[config.mk]
export PLATFORM = sky130hd
export DESIGN_NAME = modular_alu_seq_flat
export DESIGN_NICKNAME = d
export VERILOG_FILES = /design/src/rtl/modalu_pkg.sv /design/src/rtl/modular_alu_seq_if.sv /design/src/rtl/mod_mul_seq.sv /design/src/rtl/modular_alu_seq.sv /design/src/flat_wrapper.sv
export SDC_FILE = /design/constraint.sdc
export NUM_CORES = 2
export LEC_CHECK = 0
export CORE_MARGIN = 5
export CORE_UTILIZATION = 50
export DETAILED_ROUTE_END_ITERATION = 6
export PLACE_DENSITY = 0.71
export SYNTH_ARGS = -nofsm -noshare
export SYNTH_HDL_FRONTEND = slang
export SYNTH_SLANG_ARGS = --single-unit
[constraint.sdc]
create_clock -name clk -period 9.1 [get_ports clk]
set_clock_uncertainty 0.2 [all_clocks]
set_input_delay 0.91 -clock clk [delete_from_list [all_inputs] [get_ports clk]]
set_output_delay 0.91 -clock clk [all_outputs]
set_load 0.02 [all_outputs]
[src/rtl/modalu_pkg.sv]
// Shared opcodes, FSM encoding and latency
// formula for the sequential modular ALU.
package modalu_pkg;

  localparam logic [2:0] OP_ADD = 3'd0;
  localparam logic [2:0] OP_SUB = 3'd1;
  localparam logic [2:0] OP_MUL = 3'd2;
  localparam logic [2:0] OP_EXP = 3'd3;
  localparam logic [2:0] OP_NEG = 3'd4;

  typedef enum logic [2:0] {
    S_IDLE,
    S_ARITH,
    S_MUL,
    S_EXP_SQ,
    S_EXP_MUL,
    S_DONE
  } state_t;

  // Cycles from accept edge to the edge
  // where out_valid rises.
  function automatic int unsigned op_latency(
    input int unsigned width,
    input logic [2:0]  op,
    input logic        err,
    input int unsigned ones
  );
    if (err) return 1;
    if (op == OP_MUL) return width + 1;
    if (op == OP_EXP)
      return 1 + (width + ones) * (width + 1);
    return 1;
  endfunction

endpackage

[src/rtl/modular_alu_seq_if.sv]
// Request/response handshake bundle for
// the sequential modular ALU.
interface modular_alu_seq_if #(
  parameter int WIDTH = 32
);
  logic             in_valid;
  logic             in_ready;
  logic [2:0]       op;
  logic [WIDTH-1:0] A;
  logic [WIDTH-1:0] B;
  logic [WIDTH-1:0] M;
  logic             out_valid;
  logic             out_ready;
  logic [WIDTH-1:0] R;
  logic             err;

  modport master (
    output in_valid, op, A, B, M, out_ready,
    input  in_ready, out_valid, R, err
  );

  modport slave (
    input  in_valid, op, A, B, M, out_ready,
    output in_ready, out_valid, R, err
  );
endinterface

[src/rtl/mod_mul_seq.sv]
// Interleaved shift-add modular multiplier:
// one load cycle then WIDTH step cycles.
module mod_mul_seq #(
  parameter int WIDTH = 32
) (
  input  logic             clk,
  input  logic             rst,
  input  logic             start,
  input  logic [WIDTH-1:0] x,
  input  logic [WIDTH-1:0] y,
  input  logic [WIDTH-1:0] m,
  output logic             busy,
  output logic             done,
  output logic [WIDTH-1:0] p
);
  localparam int CW = $clog2(WIDTH + 1);

  logic [WIDTH-1:0] acc;
  logic [WIDTH-1:0] xq;
  logic [WIDTH-1:0] yq;
  logic [WIDTH-1:0] mq;
  logic [CW-1:0]    cnt;
  logic [WIDTH:0]   dbl;
  logic [WIDTH:0]   dbl_r;
  logic [WIDTH:0]   sum;
  logic [WIDTH-1:0] nxt;

  // One step: double, reduce, add, reduce.
  always_comb begin
    dbl   = {acc, 1'b0};
    dbl_r = dbl;
    if (dbl >= {1'b0, mq})
      dbl_r = dbl - {1'b0, mq};
    sum = dbl_r;
    if (yq[WIDTH-1])
      sum = dbl_r + {1'b0, xq};
    nxt = sum[WIDTH-1:0];
    if (sum >= {1'b0, mq})
      nxt = WIDTH'(sum - {1'b0, mq});
  end

  // Load on start, then walk y MSB-first.
  always_ff @(posedge clk or posedge rst) begin
    if (rst) begin
      acc  <= '0;
      xq   <= '0;
      yq   <= '0;
      mq   <= '0;
      cnt  <= '0;
      busy <= 1'b0;
      done <= 1'b0;
    end else begin
      done <= 1'b0;
      if (start) begin
        acc  <= '0;
        xq   <= x;
        yq   <= y;
        mq   <= m;
        cnt  <= CW'(WIDTH);
        busy <= 1'b1;
      end else if (busy) begin
        acc <= nxt;
        yq  <= {yq[WIDTH-2:0], 1'b0};
        cnt <= cnt - CW'(1);
        if (cnt == CW'(1)) begin
          busy <= 1'b0;
          done <= 1'b1;
        end
      end
    end
  end

  assign p = acc;

endmodule

[src/rtl/modular_alu_seq.sv]
// Multi-cycle modular ALU coprocessor:
// add/sub/neg/mul/exp mod a runtime M.
module modular_alu_seq #(
  parameter int WIDTH = 32
) (
  input logic              clk,
  input logic              rst,
  modular_alu_seq_if.slave bus
);
  import modalu_pkg::*;

  localparam int IW = $clog2(WIDTH);

  state_t state;
  state_t state_n;

  logic [2:0]       op_q;
  logic [WIDTH-1:0] a_q;
  logic [WIDTH-1:0] b_q;
  logic [WIDTH-1:0] m_q;
  logic [WIDTH-1:0] r_q;
  logic [IW-1:0]    idx;
  logic             bad_q;
  logic             kick;
  logic [WIDTH-1:0] res;
  logic             err_q;

  logic             accept;
  logic             bad_in;
  logic             b_chk;
  logic             mul_start;
  logic [WIDTH-1:0] mul_x;
  logic [WIDTH-1:0] mul_y;
  logic [WIDTH-1:0] mul_m;
  logic             mul_busy;
  logic             mul_done;
  logic [WIDTH-1:0] mul_p;

  logic [WIDTH:0]   s1;
  logic [WIDTH-1:0] add_r;
  logic [WIDTH-1:0] sub_r;
  logic [WIDTH-1:0] neg_r;
  logic [WIDTH-1:0] ar_r;

  assign accept = (state == S_IDLE)
               && bus.in_valid;

  // Request legality, judged at accept.
  always_comb begin
    b_chk  = (bus.op == OP_ADD)
          || (bus.op == OP_SUB)
          || (bus.op == OP_MUL);
    bad_in = (bus.op > OP_NEG)
          || (bus.M == '0)
          || (bus.A >= bus.M)
          || (b_chk && (bus.B >= bus.M));
  end

  // Single-cycle add/sub/neg datapath.
  always_comb begin
    s1    = {1'b0, a_q} + {1'b0, b_q};
    add_r = s1[WIDTH-1:0];
    if (s1 >= {1'b0, m_q})
      add_r = WIDTH'(s1 - {1'b0, m_q});
    sub_r = a_q - b_q;
    if (a_q < b_q)
      sub_r = a_q - b_q + m_q;
    neg_r = '0;
    if (a_q != '0)
      neg_r = m_q - a_q;
    ar_r = neg_r;
    unique case (1'b1)
      (op_q == OP_ADD): ar_r = add_r;
      (op_q == OP_SUB): ar_r = sub_r;
      default:          ar_r = neg_r;
    endcase
  end

  // State register.
  always_ff @(posedge clk or posedge rst) begin
    if (rst) state <= S_IDLE;
    else     state <= state_n;
  end

  // Next state and multiplier launches.
  always_comb begin
    state_n   = state;
    mul_start = 1'b0;
    mul_x     = r_q;
    mul_y     = r_q;
    unique case (state)
      S_IDLE: begin
        if (accept) begin
          if (bad_in) begin
            state_n = S_ARITH;
          end else if (bus.op == OP_MUL) begin
            state_n   = S_MUL;
            mul_start = 1'b1;
            mul_x     = bus.A;
            mul_y     = bus.B;
          end else if (bus.op == OP_EXP) begin
            state_n = S_EXP_SQ;
          end else begin
            state_n = S_ARITH;
          end
        end
      end
      S_ARITH: state_n = S_DONE;
      S_MUL: begin
        if (mul_done) state_n = S_DONE;
      end
      S_EXP_SQ: begin
        if (kick && !mul_busy) begin
          mul_start = 1'b1;
        end else if (mul_done) begin
          if (b_q[idx]) begin
            state_n   = S_EXP_MUL;
            mul_start = 1'b1;
            mul_x     = mul_p;
            mul_y     = a_q;
          end else if (idx == '0) begin
            state_n = S_DONE;
          end else begin
            mul_start = 1'b1;
            mul_x     = mul_p;
            mul_y     = mul_p;
          end
        end
      end
      S_EXP_MUL: begin
        if (mul_done) begin
          if (idx == '0) begin
            state_n = S_DONE;
          end else begin
            state_n   = S_EXP_SQ;
            mul_start = 1'b1;
            mul_x     = mul_p;
            mul_y     = mul_p;
          end
        end
      end
      S_DONE: begin
        if (bus.out_ready) state_n = S_IDLE;
      end
      default: state_n = S_IDLE;
    endcase
  end

  assign mul_m = (state == S_IDLE)
               ? bus.M : m_q;

  // Operand capture, bit walk and result.
  always_ff @(posedge clk or posedge rst) begin
    if (rst) begin
      op_q  <= '0;
      a_q   <= '0;
      b_q   <= '0;
      m_q   <= '0;
      r_q   <= '0;
      idx   <= '0;
      bad_q <= 1'b0;
      kick  <= 1'b0;
      res   <= '0;
      err_q <= 1'b0;
    end else begin
      if (accept) begin
        op_q  <= bus.op;
        a_q   <= bus.A;
        b_q   <= bus.B;
        m_q   <= bus.M;
        bad_q <= bad_in;
        kick  <= !bad_in
              && (bus.op == OP_EXP);
        idx   <= IW'(WIDTH - 1);
        r_q   <= (bus.M == WIDTH'(1))
               ? '0 : WIDTH'(1);
      end
      if (state == S_EXP_SQ && kick)
        kick <= 1'b0;
      if (state == S_ARITH) begin
        res   <= bad_q ? '0 : ar_r;
        err_q <= bad_q;
      end
      if (state == S_MUL && mul_done) begin
        res   <= mul_p;
        err_q <= 1'b0;
      end
      if (state == S_EXP_SQ && !kick
          && mul_done && !b_q[idx]) begin
        if (idx == '0) begin
          res   <= mul_p;
          err_q <= 1'b0;
        end else begin
          idx <= idx - IW'(1);
        end
      end
      if (state == S_EXP_MUL && mul_done) begin
        if (idx == '0) begin
          res   <= mul_p;
          err_q <= 1'b0;
        end else begin
          idx <= idx - IW'(1);
        end
      end
    end
  end

  mod_mul_seq #(
    .WIDTH (WIDTH)
  ) u_mul (
    .clk   (clk),
    .rst   (rst),
    .start (mul_start),
    .x     (mul_x),
    .y     (mul_y),
    .m     (mul_m),
    .busy  (mul_busy),
    .done  (mul_done),
    .p     (mul_p)
  );

  assign bus.in_ready  = (state == S_IDLE);
  assign bus.out_valid = (state == S_DONE);
  assign bus.R         = res;
  assign bus.err       = err_q;

endmodule
[src/flat_wrapper.sv]
// flat-port wrapper written by rule: the top's interface ports become plain ports
module modular_alu_seq_flat import modalu_pkg::*;
#(
  parameter int WIDTH = 32
)
  (clk, rst, bus_in_valid, bus_op, bus_A, bus_B, bus_M, bus_out_ready, bus_in_ready, bus_out_valid, bus_R, bus_err);
  modular_alu_seq_if #(.WIDTH(WIDTH)) bus_i ();
  input logic clk;
  input logic rst;
  input wire logic [$bits(bus_i.in_valid)-1:0] bus_in_valid;
  input wire logic [$bits(bus_i.op)-1:0] bus_op;
  input wire logic [$bits(bus_i.A)-1:0] bus_A;
  input wire logic [$bits(bus_i.B)-1:0] bus_B;
  input wire logic [$bits(bus_i.M)-1:0] bus_M;
  input wire logic [$bits(bus_i.out_ready)-1:0] bus_out_ready;
  output wire logic [$bits(bus_i.in_ready)-1:0] bus_in_ready;
  output wire logic [$bits(bus_i.out_valid)-1:0] bus_out_valid;
  output wire logic [$bits(bus_i.R)-1:0] bus_R;
  output wire logic [$bits(bus_i.err)-1:0] bus_err;
  assign bus_i.in_valid = bus_in_valid;
  assign bus_i.op = bus_op;
  assign bus_i.A = bus_A;
  assign bus_i.B = bus_B;
  assign bus_i.M = bus_M;
  assign bus_i.out_ready = bus_out_ready;
  assign bus_in_ready = bus_i.in_ready;
  assign bus_out_valid = bus_i.out_valid;
  assign bus_R = bus_i.R;
  assign bus_err = bus_i.err;
  modular_alu_seq #(.WIDTH(WIDTH)) u_core (.clk(clk), .rst(rst), .bus(bus_i));
endmodule
==> results.py <==
metrics = {
    "critical_path": {
        "arrival_ps": 8800,
        "r2r_slack_ps": 460,
        "rr_startpoint": "u_core.u_mul.p[7]",
        "crit_type": "flip-flop to flip-flop",
        "r2r_end": "u_core.u_mul.p[20]",
        "cpMostUsedCell": "a21oi_1",
        "cp.required_ps": 9260,
        "worst_r2r_path_depth": 30,
        "max_stage_delay_ps": 480,
        "worstPathMaxFanout": 32,
        "start_kind": "flip-flop",
        "slowest_stage": "dfrtp_1",
        "worstSetupEndpointType": "flip-flop",
    },
    "final_layout": {
        "final_cells": 4590,
        "final_layout_size_suffix_gt1_frac": 0.0533,
        "nets": 4234,
        "synthToLayoutAreaGrowth_pct": 10.8,
    },
    "timing": {
        "slew_viol_final": 0,
        "min_period_ps": 8640,
        "hold_viol": 0,
        "grt_setup_unrepaired": "no",
        "max_freq_mhz": 116,
        "timing.final.crit_share": 0.950,
        "relSlewSlack": 0.225,
        "worst_pin_slew_ps": 1160,
        "tns_ps": 0,
        "setup_viol": 0,
    },
    "die": {
        "die_y_um": 252,
        "top_level_ports": 138,
        "core.rowCount": 88,
        "fp.dieW_um": 252,
        "coreArea_um2": 57900,
        "start_util": 0.507,
        "dieArea_um2": 63700,
    },
    "global_routing": {
        "grtUsageTotal": 0.344,
        "gr-total-overflow": 0,
        "grt_pass1_vias": 27634,
        "antenna_found_initial": 4,
        "grt_max_degree": 113,
        "grt_pass1_wl_um": 170000,
    },
    "synth": {
        "synthTopCellsByArea": "dfrtp_1, ha_1, a21oi_1",
        "syn_area_per_cell_um2": 7.84,
        "synthArstFlopShare": 1.00,
        "yosysSeqAreaShare": 0.238,
        "synth_cell_types": 115,
        "synth_top_area_frac": 0.238,
        "synth_edf_count": 0,
        "ys.flop_type": "dfrtp_1",
        "syn_nets": 4179,
        "synth-seq-cells": 279,
        "syn_area_um2": 29400,
        "yosys_warnings": 0,
        "netlist_instances": 3747,
        "yosys.area.top_type": "dfrtp_1",
    },
    "clocking": {
        "cts_made_buffers": 34,
        "clock_path_buffers": 3,
        "clkSlewWorstSetupHoldPaths_ps": 60,
        "post-cts-setup-buffers": 0,
        "clock_latency_ps": 540,
        "cts_root_buffer": "clkbuf_16",
        "cts_tree": "done",
        "cts-htree-levels": 2,
        "cts_sinks": 279,
    },
    "detailed_routing": {
        "routed_wl_um": 114000,
        "drtIter0Drc": 3618,
        "ant_nets": 0,
        "wire_per_inst_um": 24.9,
        "first_pass_iters": 7,
        "viasPerCell": 6.42,
        "vias": 29482,
        "drt_drc_violations_left": 0,
    },
    "run": {
        "drv_cap": 0,
    },
    "run_status": {
        "status": "complete, no violations",
    },
    "min_path": {
        "hold_depth": 2,
        "hold_path_class": "flip-flop to flip-flop",
        "min_to": "u_core.u_mul.mq[13]",
        "hp-start": "u_core.u_mul.mq[13]",
    },
    "placement": {
        "place_congestion": 1.08,
        "dp_hpwl_um": 90100,
        "placed_cells": 4531,
        "io_buffers": 137,
    },
}
[routing by layer]
metal | vias to the layer above | share of wire | global-route usage
met4 | 6 | 0.046 | 0.126
met3 | 288 | 0.12 | 0.0707
met5 | - | 0.00033 | 0
li1 | 13707 | - | -
met2 | 1721 | 0.42 | 0.514
met1 | 13760 | 0.42 | 0.493
[area by class of cell]
type / instances / area (µm²)
fillers: 5555 / 25400
diodes: 1 / 2.50
inverters: 244 / 923
repair buffers: 186 / 1750
clock inverters: 11 / 165
well taps: 765 / 957
multi-input cells: 3057 / 20800
flip-flops and latches: 279 / 6990
clock buffers: 47 / 961
[what timing repair did]
item	CTS	global route
endpoints found under the setup margin	0	30
resized for setup	0	6
hold buffers	0	0
[cell usage after synthesis (26+ instances only)]
cell	n
mux2i_1	97
nand2b_1	41
nor4_1	31
ha_1	321
xnor2_1	151
nand3_1	73
nor2b_1	33
a22o_1	35
a31oi_1	37
xor2_1	70
o21a_1	36
o22ai_1	26
nor3_1	59
inv_1	243
clkbuf_1	111
buf_2	34
a211oi_1	41
a21o_1	107
o21bai_1	38
nand2_1	367
o21ai_0	394
dfrtp_1	279
and3_1	28
a21oi_1	436
nor2_1	276
nand4_1	34
[worst max-delay path, delay by kind of cell, from the launching register on]
kind / cells / cell delay, ps
compound gates: 12 / 3120
simple gates: 11 / 2420
fa+ha+maj: 3 / 1160
mux: 2 / 610
flops: 1 / 480
buf+inv: 1 / 350
xor+xnor: 1 / 120
[worst max-delay path by stage]
stage / start / to / slack [ps] / depth (start not counted)
floorplan: rst / u_core.a_q[0] / 300 / 1
CTS: u_core.u_mul.p[7] / u_core.u_mul.p[1] / 300 / 35
finish: u_core.u_mul.p[7] / u_core.u_mul.p[20] / 460 / 30
global placement: u_core.u_mul.p[7] / u_core.u_mul.p[1] / 530 / 32
global route: u_core.u_mul.p[7] / u_core.u_mul.p[1] / 8 / 36
detailed placement: u_core.u_mul.p[7] / u_core.u_mul.p[1] / 340 / 35
[cells in the final DEF (no fill, tap or decap), drive strengths merged, types with 28 or more instances in the layout]
cell type / n
a211oi: 43
a21o: 107
a21oi: 441
a22o: 35
a31oi: 39
and3: 28
buf: 49
clkbuf: 47
clkdlybuf4s50: 137
dfrtp: 279
ha: 321
inv: 244
mux2i: 97
nand2: 368
nand2b: 41
nand3: 73
nand4: 35
nor2: 282
nor2b: 35
nor3: 61
nor4: 31
o21a: 36
o21ai: 412
o21bai: 38
xnor2: 151
xor2: 70
[kinds of logic (layout without fill, tap and decap cells)]
kind of cell | after synthesis | in the layout | synth area share
AO/OA/AOI/OAI | 1356 | 1356 | 0.288
XOR/XNOR | 221 | 221 | 0.0659
adder cells (fa/ha/maj) | 329 | 329 | 0.142
buffers and inverters | 411 | 488 | 0.0561
flip-flops | 279 | 279 | 0.238
multiplexers | 124 | 124 | 0.0474
other | 0 | 1 | 0
AND/OR/NAND/NOR | 1027 | 1027 | 0.163
[state kept, by name (all words and copies together), names as in the netlist]
register and flops:
u_core.a_q 32, u_core.b_q 32, u_core.bus.R 32, u_core.m_q 32, u_core.u_mul.mq 32, u_core.u_mul.p 32, u_core.u_mul.xq 32, u_core.u_mul.yq 32
u_core.u_mul.cnt 6, u_core.idx 5, u_core.op_q 3, u_core.state 3, u_core.bad_q 1, u_core.bus.err 1, u_core.kick 1, u_core.r_q 1
u_core.u_mul.busy 1, u_core.u_mul.done 1
[stage by stage]
| step | hold slack, ps | cell area [µm²] | setup slack [ps] | utilization |
|---|---|---|---|---|
| after floorplan | 250 | 29400 | 296 | - |
| after global placement | 261 | 31400 | 533 | 0.542 |
| after detailed placement | 271 | 31400 | 343 | 0.542 |
| after CTS | 283 | 32500 | 295 | 0.561 |
| after global routing | 302 | 32500 | 7.60 | 0.562 |
| final | 281 | 32500 | 457 | 0.562 |
Power is not shown: default switching activity piles up to over one toggle a cycle in this logic, so the estimate is an artifact.
